--- config.mk ---
export PLATFORM = sky130hd
export DESIGN_NAME = ppu_oam_dma
export DESIGN_NICKNAME = d
export VERILOG_FILES = /design/src/rtl/ppu_pkg.sv /design/src/rtl/ppu_oam_dma.sv
export SDC_FILE = /design/constraint.sdc
export NUM_CORES = 1
export LEC_CHECK = 0
export ABC_AREA = 1
export ABC_CLOCK_PERIOD_IN_PS = 2000
export BUFFER_PORTS_ARGS = -buffer_cell sky130_fd_sc_hd__buf_2
export CAP_MARGIN = 5
export CELL_PAD_IN_SITES_DETAIL_PLACEMENT = 0
export CELL_PAD_IN_SITES_GLOBAL_PLACEMENT = 2
export CORE_MARGIN = 5
export CORE_UTILIZATION = 31
export CTS_CLUSTER_DIAMETER = 100
export CTS_CLUSTER_SIZE = 24
export DETAILED_ROUTE_END_ITERATION = 7
export PLACE_DENSITY_LB_ADDON = 0.12
export SYNTH_ARGS = -nofsm -noshare
export SYNTH_HDL_FRONTEND = slang
export SYNTH_SLANG_ARGS = --single-unit
--- constraint.sdc ---
create_clock -name clk_in -period 2 [get_ports clk_in]
set_input_delay 0.4 -clock clk_in [delete_from_list [all_inputs] [get_ports clk_in]]
set_output_delay 0.4 -clock clk_in [all_outputs]
set_load 0.02 [all_outputs]
--- src/rtl/ppu_pkg.sv ---
// ============================================================================
// Module : ppu_pkg
// Brief  : Shared PPU types and constants: sprite-DMA state encoding and
//          CPU/PPU register addresses.
// Rev    : 1.0 - initial release
// ============================================================================
`default_nettype none

package ppu_pkg;

    typedef enum logic [2:0] {
        IDLE  = 3'd0,
        HALT  = 3'd1,
        ALIGN = 3'd2,
        READ  = 3'd3,
        WRITE = 3'd4
    } dma_state_t;

    localparam logic [15:0] c_oam_dma_addr = 16'h4014;

    // PPU register selects as seen on the register interface
    localparam logic [2:0] c_reg_ppuctrl   = 3'h0;
    localparam logic [2:0] c_reg_ppumask   = 3'h1;
    localparam logic [2:0] c_reg_ppustatus = 3'h2;
    localparam logic [2:0] c_reg_oamaddr   = 3'h3;
    localparam logic [2:0] c_reg_oamdata   = 3'h4;
    localparam logic [2:0] c_reg_ppuscroll = 3'h5;
    localparam logic [2:0] c_reg_ppuaddr   = 3'h6;
    localparam logic [2:0] c_reg_ppudata   = 3'h7;

endpackage

`default_nettype wire

--- src/rtl/ppu_oam_dma.sv ---
// ============================================================================
// Module : ppu_oam_dma
// Brief  : Sprite DMA for $4014: halts the CPU and copies a 256-byte page to
//          OAMDATA through the PPU register interface.
// Rev    : 1.0 - initial release
// ============================================================================
`default_nettype none

module ppu_oam_dma
    import ppu_pkg::*;
#(
    parameter logic [15:0] DMA_ADDR     = c_oam_dma_addr,
    parameter logic [2:0]  OAM_DATA_SEL = c_reg_oamdata
) (
    input  logic        clk_in,
    input  logic        rst_n_in,
    input  logic        cpu_ce_in,
    input  logic [15:0] cpu_a_in,
    input  logic        cpu_r_nw_in,
    input  logic [7:0]  cpu_d_in,
    input  logic [7:0]  mem_d_in,
    output logic        cpu_rdy_out,
    output logic        dma_active_out,
    output logic [15:0] mem_a_out,
    output logic        mem_r_nw_out,
    output logic [2:0]  ri_sel_out,
    output logic        ri_ncs_out,
    output logic        ri_r_nw_out,
    output logic [7:0]  ri_d_out
);

    dma_state_t  r_state;
    logic [7:0]  r_page;
    logic [7:0]  r_cnt;
    logic [7:0]  r_buf;
    logic        r_parity;

    dma_state_t  w_state_nxt;
    logic [7:0]  w_page_nxt;
    logic [7:0]  w_cnt_nxt;
    logic [7:0]  w_buf_nxt;
    logic        w_parity_nxt;

    logic        w_rdy_nxt;
    logic [15:0] w_mem_a_nxt;
    logic [2:0]  w_ri_sel_nxt;
    logic        w_ri_wr_nxt;
    logic [7:0]  w_ri_d_nxt;

    always_comb begin
        w_state_nxt  = r_state;
        w_page_nxt   = r_page;
        w_cnt_nxt    = r_cnt;
        w_buf_nxt    = r_buf;
        w_parity_nxt = r_parity;

        if (cpu_ce_in) begin
            w_parity_nxt = ~r_parity;
            case (r_state)
                IDLE: begin
                    if (!cpu_r_nw_in && (cpu_a_in == DMA_ADDR)) begin
                        w_page_nxt  = cpu_d_in;
                        w_cnt_nxt   = 8'h00;
                        w_state_nxt = HALT;
                    end
                end
                // The read/write pairs must start on an even CPU cycle
                HALT:  w_state_nxt = w_parity_nxt ? ALIGN : READ;
                ALIGN: w_state_nxt = READ;
                READ: begin
                    w_buf_nxt   = mem_d_in;
                    w_state_nxt = WRITE;
                end
                WRITE: begin
                    w_cnt_nxt   = r_cnt + 8'h01;
                    w_state_nxt = (r_cnt == 8'hFF) ? IDLE : READ;
                end
                default: w_state_nxt = IDLE;
            endcase
        end
    end

    // Outputs are decoded from the next-state values so they can be registered
    // without adding a cycle of lag.
    always_comb begin
        w_rdy_nxt    = (w_state_nxt == IDLE);
        w_ri_wr_nxt  = (w_state_nxt == WRITE);
        w_mem_a_nxt  = 16'h0000;
        w_ri_sel_nxt = 3'h0;
        w_ri_d_nxt   = 8'h00;
        if ((w_state_nxt == READ) || (w_state_nxt == WRITE)) begin
            w_mem_a_nxt = {w_page_nxt, w_cnt_nxt};
        end
        if (w_ri_wr_nxt) begin
            w_ri_sel_nxt = OAM_DATA_SEL;
            w_ri_d_nxt   = w_buf_nxt;
        end
    end

    always_ff @(posedge clk_in or negedge rst_n_in) begin
        if (!rst_n_in) begin
            r_state        <= IDLE;
            r_page         <= 8'h00;
            r_cnt          <= 8'h00;
            r_buf          <= 8'h00;
            r_parity       <= 1'b0;
            cpu_rdy_out    <= 1'b1;
            dma_active_out <= 1'b0;
            mem_a_out      <= 16'h0000;
            mem_r_nw_out   <= 1'b1;
            ri_sel_out     <= 3'h0;
            ri_ncs_out     <= 1'b1;
            ri_r_nw_out    <= 1'b1;
            ri_d_out       <= 8'h00;
        end else begin
            r_state        <= w_state_nxt;
            r_page         <= w_page_nxt;
            r_cnt          <= w_cnt_nxt;
            r_buf          <= w_buf_nxt;
            r_parity       <= w_parity_nxt;
            cpu_rdy_out    <= w_rdy_nxt;
            dma_active_out <= ~w_rdy_nxt;
            mem_a_out      <= w_mem_a_nxt;
            mem_r_nw_out   <= 1'b1;
            ri_sel_out     <= w_ri_sel_nxt;
            ri_ncs_out     <= ~w_ri_wr_nxt;
            ri_r_nw_out    <= ~w_ri_wr_nxt;
            ri_d_out       <= w_ri_d_nxt;
        end
    end

endmodule

`default_nettype wire

==> implementation parameters <==
Parameter                              Value

Run status
  Run status    complete, no violations

Logic synthesis
  Commonest register cell after synthesis    sky130_fd_sc_hd__dfrtp_1
  Simple-gate share of the synthesized area    between 10% and 20%
  Xor and xnor fraction of the mapped netlist area    less than 1%
  Sequential element share of the synthesized area    55.5%
  Fraction of registers with async set/reset    100%
  Count of distinct cell types in the synthesized netlist    33
  Multiplexer area fraction after synthesis    0%
  Number of warnings issued by yosys    0
  Dominant combinational cell family by area after synthesis    simple AND/OR/NAND/NOR gates
  Number of storage elements in the synthesis netlist    56
  Adder-Cell Fraction of Synth Area    0.495%
  Avg Inst Size Synth    9.54 um2
  Count of flip-flops with a built-in enable after synthesis    0
  Synth Cell Area    between 2000 and 3000 um2
  Gate count after technology mapping    between 200 and 300
  Area fraction in compound gates after synthesis    13.3%

Critical path
  Critical path class    reg -> reg
  Required time of the critical path    2230 ps
  Cell occurring most often along the worst timing path    sky130_fd_sc_hd__nand2_2
  FF-to-FF Start    r_cnt[0]
  Endpoint type of the worst setup path    flip-flop
  Flop-to-flop setup slack    230 ps
  Critical-path cell list    ha_1 -> nand2_1 -> nor2_2 -> nand2_1 -> nand2_2 -> nand3_1 -> nand2_2 -> nand2_2 -> nand3_4 -> a21oi_1
  Master of the slowest instance on the critical path    sky130_fd_sc_hd__dfrtp_1
  Worst Setup Start Kind    flip-flop
  Largest fanout of any net on the critical path    16
  Number of cell instances on the worst register-to-register path    10
  Worst stage delay on the critical path    420 ps
  Worst R2R End    mem_a_out[0]
  Critical path data arrival time    2010 ps

Drt
  DR top layer    met4
  Number of design rule violations left after detail routing    0
  Total length of routed met3 wires    322 um
  Wirelength per Cell    12.2 um
  Sum of met2 wire segment lengths after detailed routing    2630 um
  First DRT Iteration DRCs    64
  DRT Pass-1 Iters    4
  Final ANT Viol Nets    0
  Vias after detailed routing    approximately 1900
  Met1 Routed Length    around 2400 um
  Final routed wirelength across all metal layers    about 5400 um
  Drt via density    4.18

STA
  Max-slew violations    0
  RSZ-0062 raised after global routing    true
  Fmax achieved    564 MHz
  Final setup violation count    0
  Post-route fraction of the period consumed by the critical path    between 80% and 90%
  Worst hold slack    315 ps
  Clock skew    about 6.4 ps
  Final Hold Fails    0
  Min Tclk post-route    1770 ps

Global routing
  Overflow left after global routing    0
  Antenna violations before repair    0
  Largest net degree at the start of global routing    34
  All-Layer GR Usage    between 10% and 20%
  Wire length of the first global-routing pass    between 9000 and 10000 um
  Vias in the first global route    1937

Cells and area
  Final core occ    38.4%
  Sequential cell area    1400 um2
  Most common cell after layout, fill and taps aside    sky130_fd_sc_hd__buf_2
  Area occupied by multi-input gates    861 um2
  Fraction of final layout cells with drive strength greater than 1    37.5%
  Commonest non-fill, non-tap cells in the layout    64 x sky130_fd_sc_hd__buf_2, 54 x sky130_fd_sc_hd__dfrtp_1, 45 x sky130_fd_sc_hd__inv_1
  Area growth, synth to finish    23.1%
  Ant. Diodes    0
  Net count reported at finish    375
  Number of filler cells placed in the layout    approximately 880
  Count of non-filler cells in the finished layout    444

CTS
  CTS buffer count    5
  Register clock-pin slew on the reported worst setup and hold paths    100 ps
  Clock sink count    between 50 and 60
  Skew-Pair Late Insertion Delay    between 300 and 400 ps
  Max H-tree Level    2
  Gates resized, CTS repair    0
  CTS tree    yes
  Setup Fix Bufs, Post-CTS    0
  Maximum number of buffers from clock root to sink    2
  Clock tree root buffer cell    sky130_fd_sc_hd__clkbuf_8

Min path
  Hold/Removal Path Class    in -> reg
  Number of instances on the worst hold path    3
  Startpoint of the worst hold path    cpu_d_in[6]
  Endpoint with the worst hold slack    r_page[6]

Floorplan
  Area inside the core boundary    8090 um2
  Starting density of the core    31.2%
  Total Die Area    10100 um2
  Vertical extent of the die    100 um
  DIE WIDTH    about 100 um
  Number of rows created at floorplan    33
  Number of top-level design ports    68

Placed design
  IO Port Bufs    64
  Placed insts    435
  DPL Wire Length    3910 um
  Routability-driven placement congestion ratio    0.740

Power
  Peak VDD IR    between 0.0006 and 0.0007 V
  Pleak    about 0.0016 uW
  Power per standard cell area    1140 nW/um2

Run
  Maximum Capacitance Violations    0
==> cells in the mapped netlist (2+ instances only) <==
library cell | n | area, um2
sky130_fd_sc_hd__nand2_1 | 34 | 128
sky130_fd_sc_hd__buf_6 | 3 | 33.8
sky130_fd_sc_hd__xor2_1 | 2 | 17.5
sky130_fd_sc_hd__nand3_2 | 3 | 30.0
sky130_fd_sc_hd__dfstp_2 | 2 | 52.6
sky130_fd_sc_hd__nand4_1 | 3 | 18.8
sky130_fd_sc_hd__inv_1 | 45 | 169
sky130_fd_sc_hd__o21ai_2 | 7 | 61.3
sky130_fd_sc_hd__conb_1 | 2 | 7.51
sky130_fd_sc_hd__o21a_1 | 3 | 22.5
sky130_fd_sc_hd__nor2_1 | 31 | 116
sky130_fd_sc_hd__nand2_2 | 3 | 18.8
sky130_fd_sc_hd__o21ai_0 | 11 | 55.1
sky130_fd_sc_hd__dfrtp_1 | 54 | 1350
sky130_fd_sc_hd__a21oi_2 | 11 | 96.3
sky130_fd_sc_hd__buf_4 | 6 | 45.0
sky130_fd_sc_hd__or2_2 | 8 | 50.1
sky130_fd_sc_hd__inv_2 | 5 | 18.8
sky130_fd_sc_hd__a21oi_1 | 14 | 70.1
sky130_fd_sc_hd__nand3_1 | 5 | 25.0
==> area by class of cell <==
cell class / count / share of cell area, %
repair buffers: 74 / 13.2
multi-input cells: 151 / 27.7
flip-flops and latches: 56 / 45.1
clock inverters: 3 / 1.53
well taps: 105 / 4.22
clock buffers: 5 / 2.21
inverters: 50 / 6.03
==> routing by layer <==
metal,vias up,global-route usage [%]
li1,954,-
met1,862,15.4
met2,38,19.1
met3,2,2.99
met4,0,3.42
met5,-,0
==> power breakdown <==
part           switching, uW  leakage (uW)  internal, uW
combinational            798      0.000876           449
sequential               111      0.000697          1420
clock                    376     0.0000583           378
==> cells by family after synthesis <==
group,count (synthesis)
AOI/OAI and AO/OA,49
xor gates and xnor gates,2
adders and majority gates,1
buffers and inverters,59
DFF,56
other,2
and+or+nand+nor,96
==> state kept, by name, summed over array words and instances, names as in the netlist <==
signal	cells
r_buf	8
mem_a_out	16
r_parity	1
ri_d_out	8
cpu_rdy_out	1
r_cnt	8
r_page	8
ri_r_nw_out	1
r_state	3
dma_active_out	1
ri_sel_out	1
==> timing repair <==
action                                 4_1_cts  5_1_grt
setup endpoints to repair                    0        6
hold buffers                                 1        0
endpoints found under the hold margin        3        0
==> critical path: cells and delay by family (launching register included) <==
kind / cells / cell delay (ps)
AND/OR/NAND/NOR: 8 / 840
AO/OA/AOI/OAI: 1 / 210
adder cells (fa/ha/maj): 1 / 220
flip-flops: 1 / 420
==> worst max-delay path by stage <==
stage                     start  slack [ps]      endpoint  cells after the start
floorplan              r_cnt[0]         390  mem_a_out[6]                     11
finish                 r_cnt[0]         230  mem_a_out[0]                     10
CTS                    r_cnt[0]         150  mem_a_out[4]                     10
detailed placement  cpu_a_in[3]          20  mem_a_out[7]                     10
global placement    cpu_a_in[3]          90  mem_a_out[7]                     10
global route           r_cnt[0]          -7  mem_a_out[0]                     10
==> through the flow <==
stage	total power (uW)	area [um2]	TNS (ps)	worst slack, ps
2_1_floorplan	2460	2530	0	395
3_3_place_gp	2820	2980	0	88.0
3_5_place_dp	2830	2980	0	16.3
4_1_cts	3610	3110	0	153
5_1_grt	3840	3110	-13.4	-7.28
6_report	3530	3110	0	226
Power figures use the tool's default switching activity.
